==> src/rtl/seg_display_scan.sv <==
`default_nettype none
// ============================================================================
// Module   : seg_display_scan
// Brief    : Multiplexed N-digit seven-segment scanner with hex/raw decode,
//            digit mask, blank time, PWM brightness and frame strobe.
// Revision : 1.0
// ============================================================================
module seg_display_scan #(
    parameter int NUM_DIGITS    = 8,
    parameter int CLK_PER       = 10,
    parameter int REFR_RATE     = 1000,
    parameter int BLANK_CYC     = 16,
    parameter int ANODE_ACT_LOW = 1,
    parameter int SEG_ACT_LOW   = 1,
    localparam int c_IW         = (NUM_DIGITS > 1) ? $clog2(NUM_DIGITS) : 1
) (
    input  logic                    clk,
    input  logic                    rst,
    input  logic [NUM_DIGITS*8-1:0] display,
    input  logic [NUM_DIGITS-1:0]   mode,
    input  logic [NUM_DIGITS-1:0]   en_mask,
    input  logic [3:0]              brightness,
    output logic [NUM_DIGITS-1:0]   AN,
    output logic                    CA,
    output logic                    CB,
    output logic                    CC,
    output logic                    CD,
    output logic                    CE,
    output logic                    CF,
    output logic                    CG,
    output logic                    DP,
    output logic [c_IW-1:0]         digit_idx,
    output logic                    frame_tick
);

    localparam int   c_SLOT_CYC = 1_000_000_000 / (CLK_PER * REFR_RATE * NUM_DIGITS);
    localparam int   c_CW       = $clog2(c_SLOT_CYC + 1);
    localparam logic c_AN_INV   = (ANODE_ACT_LOW != 0);
    localparam logic c_SEG_INV  = (SEG_ACT_LOW != 0);

    if ((c_SLOT_CYC <= BLANK_CYC + 1) || (NUM_DIGITS < 1) || (NUM_DIGITS > 16)) begin : g_param_err
        $error("seg_display_scan: slot too short for blank time or NUM_DIGITS out of 1..16");
    end

    typedef enum logic [1:0] {
        S_IDLE  = 2'd0,
        S_BLANK = 2'd1,
        S_ON    = 2'd2
    } state_t;

    state_t              r_state, w_state_nxt;
    logic [c_CW-1:0]     r_cnt, w_cnt_nxt;
    logic [c_IW-1:0]     r_idx, w_idx_nxt;
    logic [3:0]          r_pwm;
    logic [7:0]          r_pat;
    logic [3:0]          r_bri;
    logic                r_ft, w_ft_nxt;
    logic                w_snap;

    logic                w_any;
    logic [c_IW-1:0]     w_lowest, w_next, w_j, w_tgt;
    logic                w_found;
    logic [7:0]          w_byte, w_pat_new;
    logic                w_lit;
    logic [NUM_DIGITS-1:0] w_an;
    logic [7:0]          w_seg;

    logic [NUM_DIGITS-1:0] r_an_o;
    logic [7:0]          r_seg_o;
    logic [c_IW-1:0]     r_idx_o;
    logic                r_ft_o;

    function automatic logic [6:0] f_hex7(input logic [3:0] i_nib);
        case (i_nib)
            4'h0: f_hex7 = 7'h3F;  4'h1: f_hex7 = 7'h06;
            4'h2: f_hex7 = 7'h5B;  4'h3: f_hex7 = 7'h4F;
            4'h4: f_hex7 = 7'h66;  4'h5: f_hex7 = 7'h6D;
            4'h6: f_hex7 = 7'h7D;  4'h7: f_hex7 = 7'h07;
            4'h8: f_hex7 = 7'h7F;  4'h9: f_hex7 = 7'h6F;
            4'hA: f_hex7 = 7'h77;  4'hB: f_hex7 = 7'h7C;
            4'hC: f_hex7 = 7'h39;  4'hD: f_hex7 = 7'h5E;
            4'hE: f_hex7 = 7'h79;  default: f_hex7 = 7'h71;
        endcase
    endfunction

    // Lowest enabled digit, and next enabled digit searching upward circularly
    always_comb begin
        w_any    = |en_mask;
        w_lowest = '0;
        for (int i = NUM_DIGITS - 1; i >= 0; i--) begin
            if (en_mask[i]) w_lowest = c_IW'(i);
        end
        w_next  = r_idx;
        w_found = 1'b0;
        w_j     = '0;
        for (int i = 1; i <= NUM_DIGITS; i++) begin
            w_j = c_IW'((int'(r_idx) + i) % NUM_DIGITS);
            if (!w_found && en_mask[w_j]) begin
                w_next  = w_j;
                w_found = 1'b1;
            end
        end
    end

    assign w_tgt     = (r_state == S_IDLE) ? w_lowest : w_next;
    assign w_byte    = display[{w_tgt, 3'b000} +: 8];
    assign w_pat_new = mode[w_tgt] ? w_byte : {w_byte[7], f_hex7(w_byte[3:0])};

    always_comb begin
        w_state_nxt = r_state;
        w_cnt_nxt   = r_cnt;
        w_idx_nxt   = r_idx;
        w_ft_nxt    = 1'b0;
        w_snap      = 1'b0;
        case (r_state)
            S_IDLE: begin
                if (w_any) begin
                    w_state_nxt = S_BLANK;
                    w_idx_nxt   = w_lowest;
                    w_cnt_nxt   = '0;
                    w_ft_nxt    = 1'b1;
                    w_snap      = 1'b1;
                end
            end
            S_BLANK: begin
                w_cnt_nxt = r_cnt + 1'b1;
                if (r_cnt == c_CW'(BLANK_CYC - 1)) w_state_nxt = S_ON;
            end
            S_ON: begin
                if (r_cnt == c_CW'(c_SLOT_CYC - 1)) begin
                    w_cnt_nxt = '0;
                    if (!w_any) begin
                        w_state_nxt = S_IDLE;
                    end else begin
                        w_state_nxt = S_BLANK;
                        w_idx_nxt   = w_next;
                        w_ft_nxt    = (w_next <= r_idx);
                        w_snap      = 1'b1;
                    end
                end else begin
                    w_cnt_nxt = r_cnt + 1'b1;
                end
            end
            default: w_state_nxt = S_IDLE;
        endcase
    end

    always_ff @(posedge clk or negedge rst) begin
        if (!rst) begin
            r_state <= S_IDLE;
            r_cnt   <= '0;
            r_idx   <= '0;
            r_pwm   <= '0;
            r_pat   <= '0;
            r_bri   <= '0;
            r_ft    <= 1'b0;
        end else begin
            r_state <= w_state_nxt;
            r_cnt   <= w_cnt_nxt;
            r_idx   <= w_idx_nxt;
            r_pwm   <= r_pwm + 1'b1;
            r_ft    <= w_ft_nxt;
            if (w_snap) begin
                r_pat <= w_pat_new;
                r_bri <= brightness;
            end
        end
    end

    assign w_lit = (r_bri == 4'hF) || (r_pwm < r_bri);

    always_comb begin
        w_an = '0;
        if ((r_state == S_ON) && w_lit) w_an[r_idx] = 1'b1;
        w_seg = (r_state == S_IDLE) ? 8'h00 : r_pat;
    end

    // Polarity is applied only here so reset lands directly on the inactive level
    always_ff @(posedge clk or negedge rst) begin
        if (!rst) begin
            r_an_o  <= {NUM_DIGITS{c_AN_INV}};
            r_seg_o <= {8{c_SEG_INV}};
            r_idx_o <= '0;
            r_ft_o  <= 1'b0;
        end else begin
            r_an_o  <= w_an ^ {NUM_DIGITS{c_AN_INV}};
            r_seg_o <= w_seg ^ {8{c_SEG_INV}};
            r_idx_o <= r_idx;
            r_ft_o  <= r_ft;
        end
    end

    assign AN                               = r_an_o;
    assign {DP, CG, CF, CE, CD, CC, CB, CA} = r_seg_o;
    assign digit_idx                        = r_idx_o;
    assign frame_tick                       = r_ft_o;

endmodule
`default_nettype wire

==> config.mk <==
export PLATFORM = sky130hd
export DESIGN_NAME = seg_display_scan
export DESIGN_NICKNAME = d
export VERILOG_FILES = /design/src/rtl/seg_display_scan.sv
export SDC_FILE = /design/constraint.sdc
export NUM_CORES = 1
export LEC_CHECK = 0
export BUFFER_PORTS_ARGS = -buffer_cell sky130_fd_sc_hd__buf_4
export CORE_MARGIN = 2
export CORE_UTILIZATION = 55
export DETAILED_ROUTE_END_ITERATION = 7
export PLACE_DENSITY = 0.8
export SKIP_CTS_REPAIR_TIMING = 1
export SYNTH_ARGS = -nofsm -noshare
export SYNTH_HDL_FRONTEND = slang
export SYNTH_SLANG_ARGS = --single-unit
==> constraint.sdc <==
create_clock -name clk -period 6.4 [get_ports clk]
set_clock_uncertainty 0.05 [all_clocks]
set_input_delay 0.32 -clock clk [delete_from_list [all_inputs] [get_ports clk]]
set_output_delay 0.32 -clock clk [all_outputs]
set_load 0.005 [all_outputs]
==> load_flow_metrics.sql, run 1 <==
INSERT INTO impl_metrics (metric_group, metric, value, unit) VALUES
('grt', 'global_route.usage.total', '27.1', '%'),
('clock_network', 'cts_tree', 'done', ''),
('sta', 'finalMaxSlewViolations', '0', ''),
('floorplan', 'floorplan.die.width', '103', 'µm'),
('clock_network', 'clock_insertion_delay_worst_skew', '0.31', 'ns'),
('yosys', 'yosys_top_cell_area_share', '18.7', '%'),
('power_and_ir_drop', 'ir_worst_vdd', '0.342', 'mV'),
('clock_network', 'numClockSinks', '56', ''),
('run', 'cap_viol_max_count', '0', ''),
('yosys', 'ys_dominant_reg_cell', 'sky130_fd_sc_hd__dfrtp_1', ''),
('finish', 'areaGrowthSynthToFinish', '17.0', '%'),
('floorplan', 'initial_utilization', '55.7', '%'),
('yosys', 'synth-seq-area-share', '26.5', '%'),
('clock_network', 'clock-root-buffer', 'sky130_fd_sc_hd__clkbuf_8', ''),
('yosys', 'postSynthRegisterBits', '56', ''),
('grt', 'antenna_found_initial', '0', ''),
('worst_setup_path', 'slowest_delay', '0.67', 'ns'),
('routing', 'routed_wl', '14.3', 'mm'),
('yosys', 'synthesis.area', '5370', 'µm²'),
('sta', 'tns', '0', 'ns'),
('sta', 'worst-slew-pin-transition', '1.07', 'ns'),
('floorplan', 'io-pin-count', '106', ''),
('clock_network', 'clock_path_buffers', '2', ''),
('power_and_ir_drop', 'powerDensity', '562', 'nW/µm²'),
('sta', 'hold_viol_final', '25', ''),
('sta', 'achievable-frequency', '179', 'MHz'),
('worst_setup_path', 'startpoint_type', 'flop', ''),
('floorplan', 'rows', '36', ''),
('routing', 'firstDrtPassIters', '5', ''),
('floorplan', 'die-area', '10600', 'µm²'),
('routing', 'postRouteAntennaNets', '0', ''),
('yosys', 'dominant_combinational_cell_family_by_area_after_synthesis', 'compound AO/OA/AOI/OAI gates', ''),
('routing', 'wire_length_per_cell', '17.2', 'µm'),
('finish', 'finish.net_count', '807', ''),
('sta', 'worst_hold_slack', '-0.0103', 'ns'),
('worst_setup_path', 'critPathBufInv', '1', ''),
('grt', 'grt_first_pass_wirelength', '22.9', 'mm'),
('sta', 'timing.max_slew.rel_slack', '28.4', '%'),
('yosys', 'mappedNetlistNets', '726', ''),
('placement', 'gp_routability_congestion', '1.00', ''),
('yosys', 'share_of_async_settable_or_async_resettable_flops_after_synthesis', '100', '%'),
('clock_network', 'clk_pin_slew_worst_paths', '0.10', 'ns'),
('worst_setup_path', 'timing.critical_path.max_delay_family', 'simple AND/OR/NAND/NOR gates', ''),
('finish', 'drive_gt1_share', '27.3', '%'),
('status', 'outcome', 'finished, violations left', ''),
('grt', 'first_global_vias', '4810', ''),
('yosys', 'yosys.area_share.xor_xnor', '3.03', '%'),
('worst_setup_path', 'critical_path.endpoint_type', 'flop', ''),
('sta', 'layout_worst_path_cycle_share', '87.4', '%'),
('yosys', 'synthTopCellsByArea', 'sky130_fd_sc_hd__dfrtp_1, sky130_fd_sc_hd__dfstp_2, sky130_fd_sc_hd__mux4_2, sky130_fd_sc_hd__nand2_1, sky130_fd_sc_hd__mux2i_1', ''),
('status', 'violations', 'hold timing', ''),
('worst_setup_path', 'cp_data_arrival_time', '5.78', 'ns'),
('worst_setup_path', 'cp_slowest_cell', 'sky130_fd_sc_hd__dfrtp_1', ''),
('yosys', 'fraction_of_the_mapped_netlist_area_in_compound_gates', '21.4', '%'),
('clock_network', 'cts-buffers-inserted', '5', ''),
('min_path', 'worst_min_path_class', 'in2async', ''),
('routing', 'drtIter0Drc', '230', ''),
('grt', 'grt.overflow.total', '0', ''),
('floorplan', 'chipHeight', '103', 'µm'),
('yosys', 'muxShareOfSynthArea', '17.5', '%'),
('yosys', 'syn_area_per_cell', '8.72', 'µm²'),
('yosys', 'synth_fa_ha_area_share', '5.83', '%'),
('yosys', 'synth_enable_flop_cells', '0', ''),
('sta', 'finalSetupViolCount', '0', ''),
('worst_setup_path', 'cp_cell_sequence', 'inv_1, ha_1, mux4_2, nand2b_1, nand3_1, a311oi_2, mux2i_1, nand2_1, o311ai_0, o2bb2a_1, nor2_1, and2b_1, and3_1, o31ai_2', ''),
('sta', 'fin_crit', '5.59', 'ns'),
('clock_network', 'clock_tree.htree_level_count', '2', ''),
('sta', 'grt_setup_unrepaired', 'no', ''),
('routing', 'drc_errors', '0', ''),
('floorplan', 'coreArea', '9640', 'µm²'),
('routing', 'post_drt_via_cell_ratio', '6.09', '');
## report_power, final
part / internal [W] / total [W] / switching [W]
logic: 0.00115 / 0.00279 / 0.00165
clock network: 0.000116 / 0.000228 / 0.000112
registers: 0.000465 / 0.000511 / 0.0000458
## cell type report
type | count | area (µm²) | share of cell area (%)
Multi-Input combinational cell | 488 | 3630 | 57.8
Sequential cell | 56 | 1420 | 22.6
Timing Repair Buffer | 110 | 826 | 13.2
Tap cell | 133 | 166 | 2.65
Inverter | 35 | 131 | 2.09
Clock buffer | 6 | 72.6 | 1.16
Clock inverter | 2 | 35.0 | 0.558
## cells in the mapped netlist, types with 5 or more instances
cell type / instances
sky130_fd_sc_hd__a21oi_1: 31
sky130_fd_sc_hd__dfrtp_1: 40
sky130_fd_sc_hd__ha_1: 25
sky130_fd_sc_hd__mux4_2: 17
sky130_fd_sc_hd__nand2_1: 95
sky130_fd_sc_hd__and2_1: 6
sky130_fd_sc_hd__nor2_1: 39
sky130_fd_sc_hd__nand2b_1: 12
sky130_fd_sc_hd__xor2_1: 7
sky130_fd_sc_hd__o211ai_1: 6
sky130_fd_sc_hd__dfstp_2: 16
sky130_fd_sc_hd__a31oi_1: 5
sky130_fd_sc_hd__mux2_2: 14
sky130_fd_sc_hd__o21ai_0: 30
sky130_fd_sc_hd__xnor2_1: 6
sky130_fd_sc_hd__nand4_1: 6
sky130_fd_sc_hd__mux2i_1: 34
sky130_fd_sc_hd__nand3_1: 20
sky130_fd_sc_hd__clkbuf_1: 16
sky130_fd_sc_hd__a21o_1: 6
sky130_fd_sc_hd__o21ai_1: 5
sky130_fd_sc_hd__o31ai_1: 6
sky130_fd_sc_hd__buf_2: 11
sky130_fd_sc_hd__and3_1: 12
sky130_fd_sc_hd__inv_1: 34
sky130_fd_sc_hd__nor3_1: 12
## sequential cells by signal (all words and copies together), names as in the netlist
register    count
r_idx           3
digit_idx       3
r_seg_o         8
r_ft            1
r_pat           8
AN              8
r_pwm           4
r_bri           4
frame_tick      1
r_state         2
r_cnt          14
## metal layers
| metal | up-vias | routed length (µm) | global-route usage, % |
|---|---|---|---|
| met2 | 174 | 7170 | 44.2 |
| met3 | 17 | 787 | 3.25 |
| li1 | 2397 | - | - |
| met4 | 0 | 198 | 8.10 |
| met1 | 2466 | 6130 | 38.2 |
| met5 | - | 0 | 0 |
## path summary, 6_finish.rpt
path / cells after the start / start / slack (ns) / to
min in group clk: 3 / brightness[0] / 0.16 / r_bri[0]
hold / removal: 1 / rst / -0.01 / r_cnt[4]
setup reg to reg: 14 / r_idx[2] / 0.81 / r_pat[4]
setup / recovery: 14 / r_idx[2] / 0.81 / r_pat[4]
max in group asynchronous: 1 / rst / 5.88 / r_pwm[0]
hold reg to reg: 0 / r_ft / 0.30 / frame_tick
## layout by cell type (no fill, tap or decap), types with 20 or more instances in the layout
master and instances:
sky130_fd_sc_hd__a21oi_1 30, sky130_fd_sc_hd__mux2i_1 34, sky130_fd_sc_hd__buf_4 110, sky130_fd_sc_hd__nand3_1 20, sky130_fd_sc_hd__ha_1 25, sky130_fd_sc_hd__o21ai_0 30
sky130_fd_sc_hd__nor2_1 39, sky130_fd_sc_hd__nand2_1 95, sky130_fd_sc_hd__dfrtp_1 40, sky130_fd_sc_hd__inv_1 34
## logic make-up after synthesis
family,after synthesis
simple gates,225
mux,68
compound gates,154
buf+inv,71
flops,56
xor+xnor,16
fa+ha+maj,25
## per-stage QoR
stage                     power, W  area (µm²)  setup WS (ns)  std cells  utilization, %
after floorplan            0.00271        5370           1.76        615               -
after global placement     0.00322        6170           1.08        822            64.0
after CTS                  0.00351        6280          0.918        830            65.1
after detailed placement   0.00327        6170          0.948        822            64.0
final                      0.00353        6280          0.806        830            65.1
after global routing       0.00383        6280          0.376        830            65.1
Power figures use the tool's default switching activity.
==> inputs of run 2 (changes only) <==
--- a/config.mk
+++ b/config.mk
@@ -9,7 +9,9 @@
 export CORE_MARGIN = 2
 export CORE_UTILIZATION = 55
 export DETAILED_ROUTE_END_ITERATION = 7
+export GPL_TIMING_DRIVEN = 0
 export PLACE_DENSITY = 0.8
+export RECOVER_POWER = 50
 export SKIP_CTS_REPAIR_TIMING = 1
 export SYNTH_ARGS = -nofsm -noshare
 export SYNTH_HDL_FRONTEND = slang
==> load_flow_metrics.sql, run 2 (synthesized netlist as in run 1, its figures left out) <==
INSERT INTO impl_metrics (metric_group, metric, value, unit) VALUES
('floorplan', 'coreArea', '9640', 'µm²'),
('routing', 'post_drt_via_cell_ratio', '6.07', ''),
('floorplan', 'initial_utilization', '55.7', '%'),
('sta', 'finalMaxSlewViolations', '57', ''),
('sta', 'tns', '0', 'ns'),
('grt', 'first_global_vias', '4811', ''),
('power_and_ir_drop', 'ir_worst_vdd', '0.423', 'mV'),
('clock_network', 'cts-buffers-inserted', '5', ''),
('floorplan', 'die-area', '10600', 'µm²'),
('power_and_ir_drop', 'powerDensity', '569', 'nW/µm²'),
('finish', 'areaGrowthSynthToFinish', '20.1', '%'),
('worst_setup_path', 'critPathRequiredTime', '6.57', 'ns'),
('clock_network', 'clock_tree.htree_level_count', '2', ''),
('placement', 'count_of_buffers_from_port_buffering', '105', ''),
('floorplan', 'rows', '36', ''),
('sta', 'achievable-frequency', '183', 'MHz'),
('status', 'outcome', 'finished, violations left', ''),
('worst_setup_path', 'r2r_slack', '0.93', 'ns'),
('routing', 'drc_errors', '0', ''),
('sta', 'hold_viol_final', '0', ''),
('finish', 'regMostFlops', 'r_cnt', ''),
('clock_network', 'numClockSinks', '56', ''),
('worst_setup_path', 'setup.worst_path.end', 'r_pat[5]', ''),
('finish', 'final_common_cell', 'sky130_fd_sc_hd__buf_4', ''),
('floorplan', 'io-pin-count', '106', ''),
('routing', 'drtIter0Drc', '323', ''),
('sta', 'finalSetupViolCount', '0', ''),
('sta', 'timing.max_slew.rel_slack', '-90.0', '%'),
('finish', 'finish.net_count', '838', ''),
('grt', 'antenna_found_initial', '0', ''),
('worst_setup_path', 'startpoint_type', 'flop', ''),
('routing', 'via_count', '5230', ''),
('placement', 'gp_routability_congestion', '0.933', ''),
('clock_network', 'clock_path_buffers', '2', ''),
('clock_network', 'clock-root-buffer', 'sky130_fd_sc_hd__clkbuf_8', ''),
('clock_network', 'clock_insertion_delay_worst_skew', '0.31', 'ns'),
('floorplan', 'chipHeight', '103', 'µm'),
('worst_setup_path', 'worstPathMaxFanout', '10', ''),
('worst_setup_path', 'cp_data_arrival_time', '5.64', 'ns'),
('worst_setup_path', 'critical_path.endpoint_type', 'flop', ''),
('grt', 'grt_max_degree', '57', ''),
('status', 'violations', 'capacitance limit, slew limit', ''),
('grt', 'global_route.usage.total', '27.7', '%'),
('worst_setup_path', 'crit-reg2reg-launch', 'r_idx[0]', ''),
('routing', 'wire_length_per_cell', '17.0', 'µm'),
('power_and_ir_drop', 'cellLeakagePower', '2.89', 'nW'),
('routing', 'firstDrtPassIters', '5', ''),
('sta', 'worst-slew-pin-transition', '2.85', 'ns'),
('routing', 'routed_wl', '14.7', 'mm'),
('run', 'cap_viol_max_count', '1', ''),
('placement', 'hpwl_dp', '11.3', 'mm'),
('worst_setup_path', 'worst-r2r-cell-count', '19', ''),
('clock_network', 'clk_pin_slew_worst_paths', '0.10', 'ns'),
('worst_setup_path', 'timing.critical_path.from', 'r_idx[0]', ''),
('sta', 'grt_setup_unrepaired', 'no', ''),
('finish', 'most-common-layout-cells', 'sky130_fd_sc_hd__buf_4, sky130_fd_sc_hd__nand2_1, sky130_fd_sc_hd__dfrtp_1, sky130_fd_sc_hd__nor2_1', ''),
('routing', 'postRouteAntennaNets', '0', ''),
('finish', 'largest_register_ffs', '14', ''),
('sta', 'fin_crit', '5.47', 'ns'),
('sta', 'layout_worst_path_cycle_share', '85.4', '%'),
('grt', 'grt_first_pass_wirelength', '23.2', 'mm'),
('finish', 'drive_gt1_share', '27.9', '%'),
('grt', 'grt.overflow.total', '0', ''),
('worst_setup_path', 'setup.worst_path.class', 'reg2reg', ''),
('floorplan', 'floorplan.die.width', '103', 'µm'),
('finish', 'insertedDiodeCount', '0', ''),
('min_path', 'worst_min_path_class', 'in2reg', ''),
('power_and_ir_drop', 'post-layout-total-power', '0.00366', 'W'),
('clock_network', 'cts_tree', 'done', ''),
('worst_setup_path', 'rr_endpoint', 'r_pat[5]', '');
==> run 2: cell types whose count changed in the layout (fill, tap and decap cells not counted), sizes merged <==
cell,before,now
buf,110,120
clkbuf,6,28
clkinv,1,0
==> run 2: how the worst min path moves through the flow <==
stage | startpoint | to | slack, ns | cells after the start
2_1_floorplan | rst | digit_idx[0] | -0.03 | 0
3_3_place_gp | r_ft | frame_tick | 0.29 | 0
3_5_place_dp | r_ft | frame_tick | 0.29 | 0
5_1_grt | brightness[1] | r_bri[1] | 0.15 | 3
6_report | brightness[0] | r_bri[0] | 0.15 | 3
4_1_cts | rst | r_pat[2] | 0.01 | 1
==> run 2: cell type report <==
class	instances	area (µm²)
clock buffers	7	96.3
multi-input cells	488	3620
well taps	133	166
fillers	819	3200
plain buffers	36	189
flip-flops and latches	56	1420
clock inverters	1	30.0
repair buffers	105	785
inverters	35	131
==> run 2: metal layers <==
metal  global-route usage, %  up-vias  part of all wire [%]
met3                    2.58       19                   5.7
met1                    38.8     2553                    43
met2                    46.0      195                    50
met5                       0        -                     0
met4                    7.69        0                   1.6
li1                        -     2463                     -
==> run 2: report_power, final <==
group          switching (W)  leakage, nW  internal, W
logic                0.00169         2.14      0.00121
registers          0.0000473        0.684     0.000465
clock network       0.000115       0.0645     0.000138
total                0.00185         2.89      0.00181
==> run 2: stage by stage <==
stage	hold WS, ns	utilization, %	setup WS [ns]	instances	instance area [µm²]
2_1_floorplan	-0.0256	-	1.76	615	5370
3_3_place_gp	0.288	65.6	1.08	853	6320
3_5_place_dp	0.292	65.6	1.05	853	6320
4_1_cts	0.0116	66.9	1.00	861	6450
5_1_grt	0.150	66.8	0.518	861	6440
6_report	0.154	66.8	0.931	861	6440
==> run 2: critical path, cell delays in order (launching register included) <==
cell and delay (ns):
sky130_fd_sc_hd__dfrtp_1 0.46, sky130_fd_sc_hd__buf_6 0.18, sky130_fd_sc_hd__buf_6 0.17, sky130_fd_sc_hd__inv_2 0.14
sky130_fd_sc_hd__ha_1 0.35, sky130_fd_sc_hd__buf_2 0.25, sky130_fd_sc_hd__mux4_2 0.46, sky130_fd_sc_hd__nor2_1 0.29
sky130_fd_sc_hd__nor2_1 0.09, sky130_fd_sc_hd__a311oi_2 0.44, sky130_fd_sc_hd__mux2i_1 0.24, sky130_fd_sc_hd__nand2_1 0.24
sky130_fd_sc_hd__clkbuf_1 0.40, sky130_fd_sc_hd__nand2_1 0.18, sky130_fd_sc_hd__o211ai_2 0.45, sky130_fd_sc_hd__inv_1 0.18
sky130_fd_sc_hd__ha_1 0.27, sky130_fd_sc_hd__mux2i_1 0.15, sky130_fd_sc_hd__nor3_1 0.07, sky130_fd_sc_hd__o41ai_2 0.29
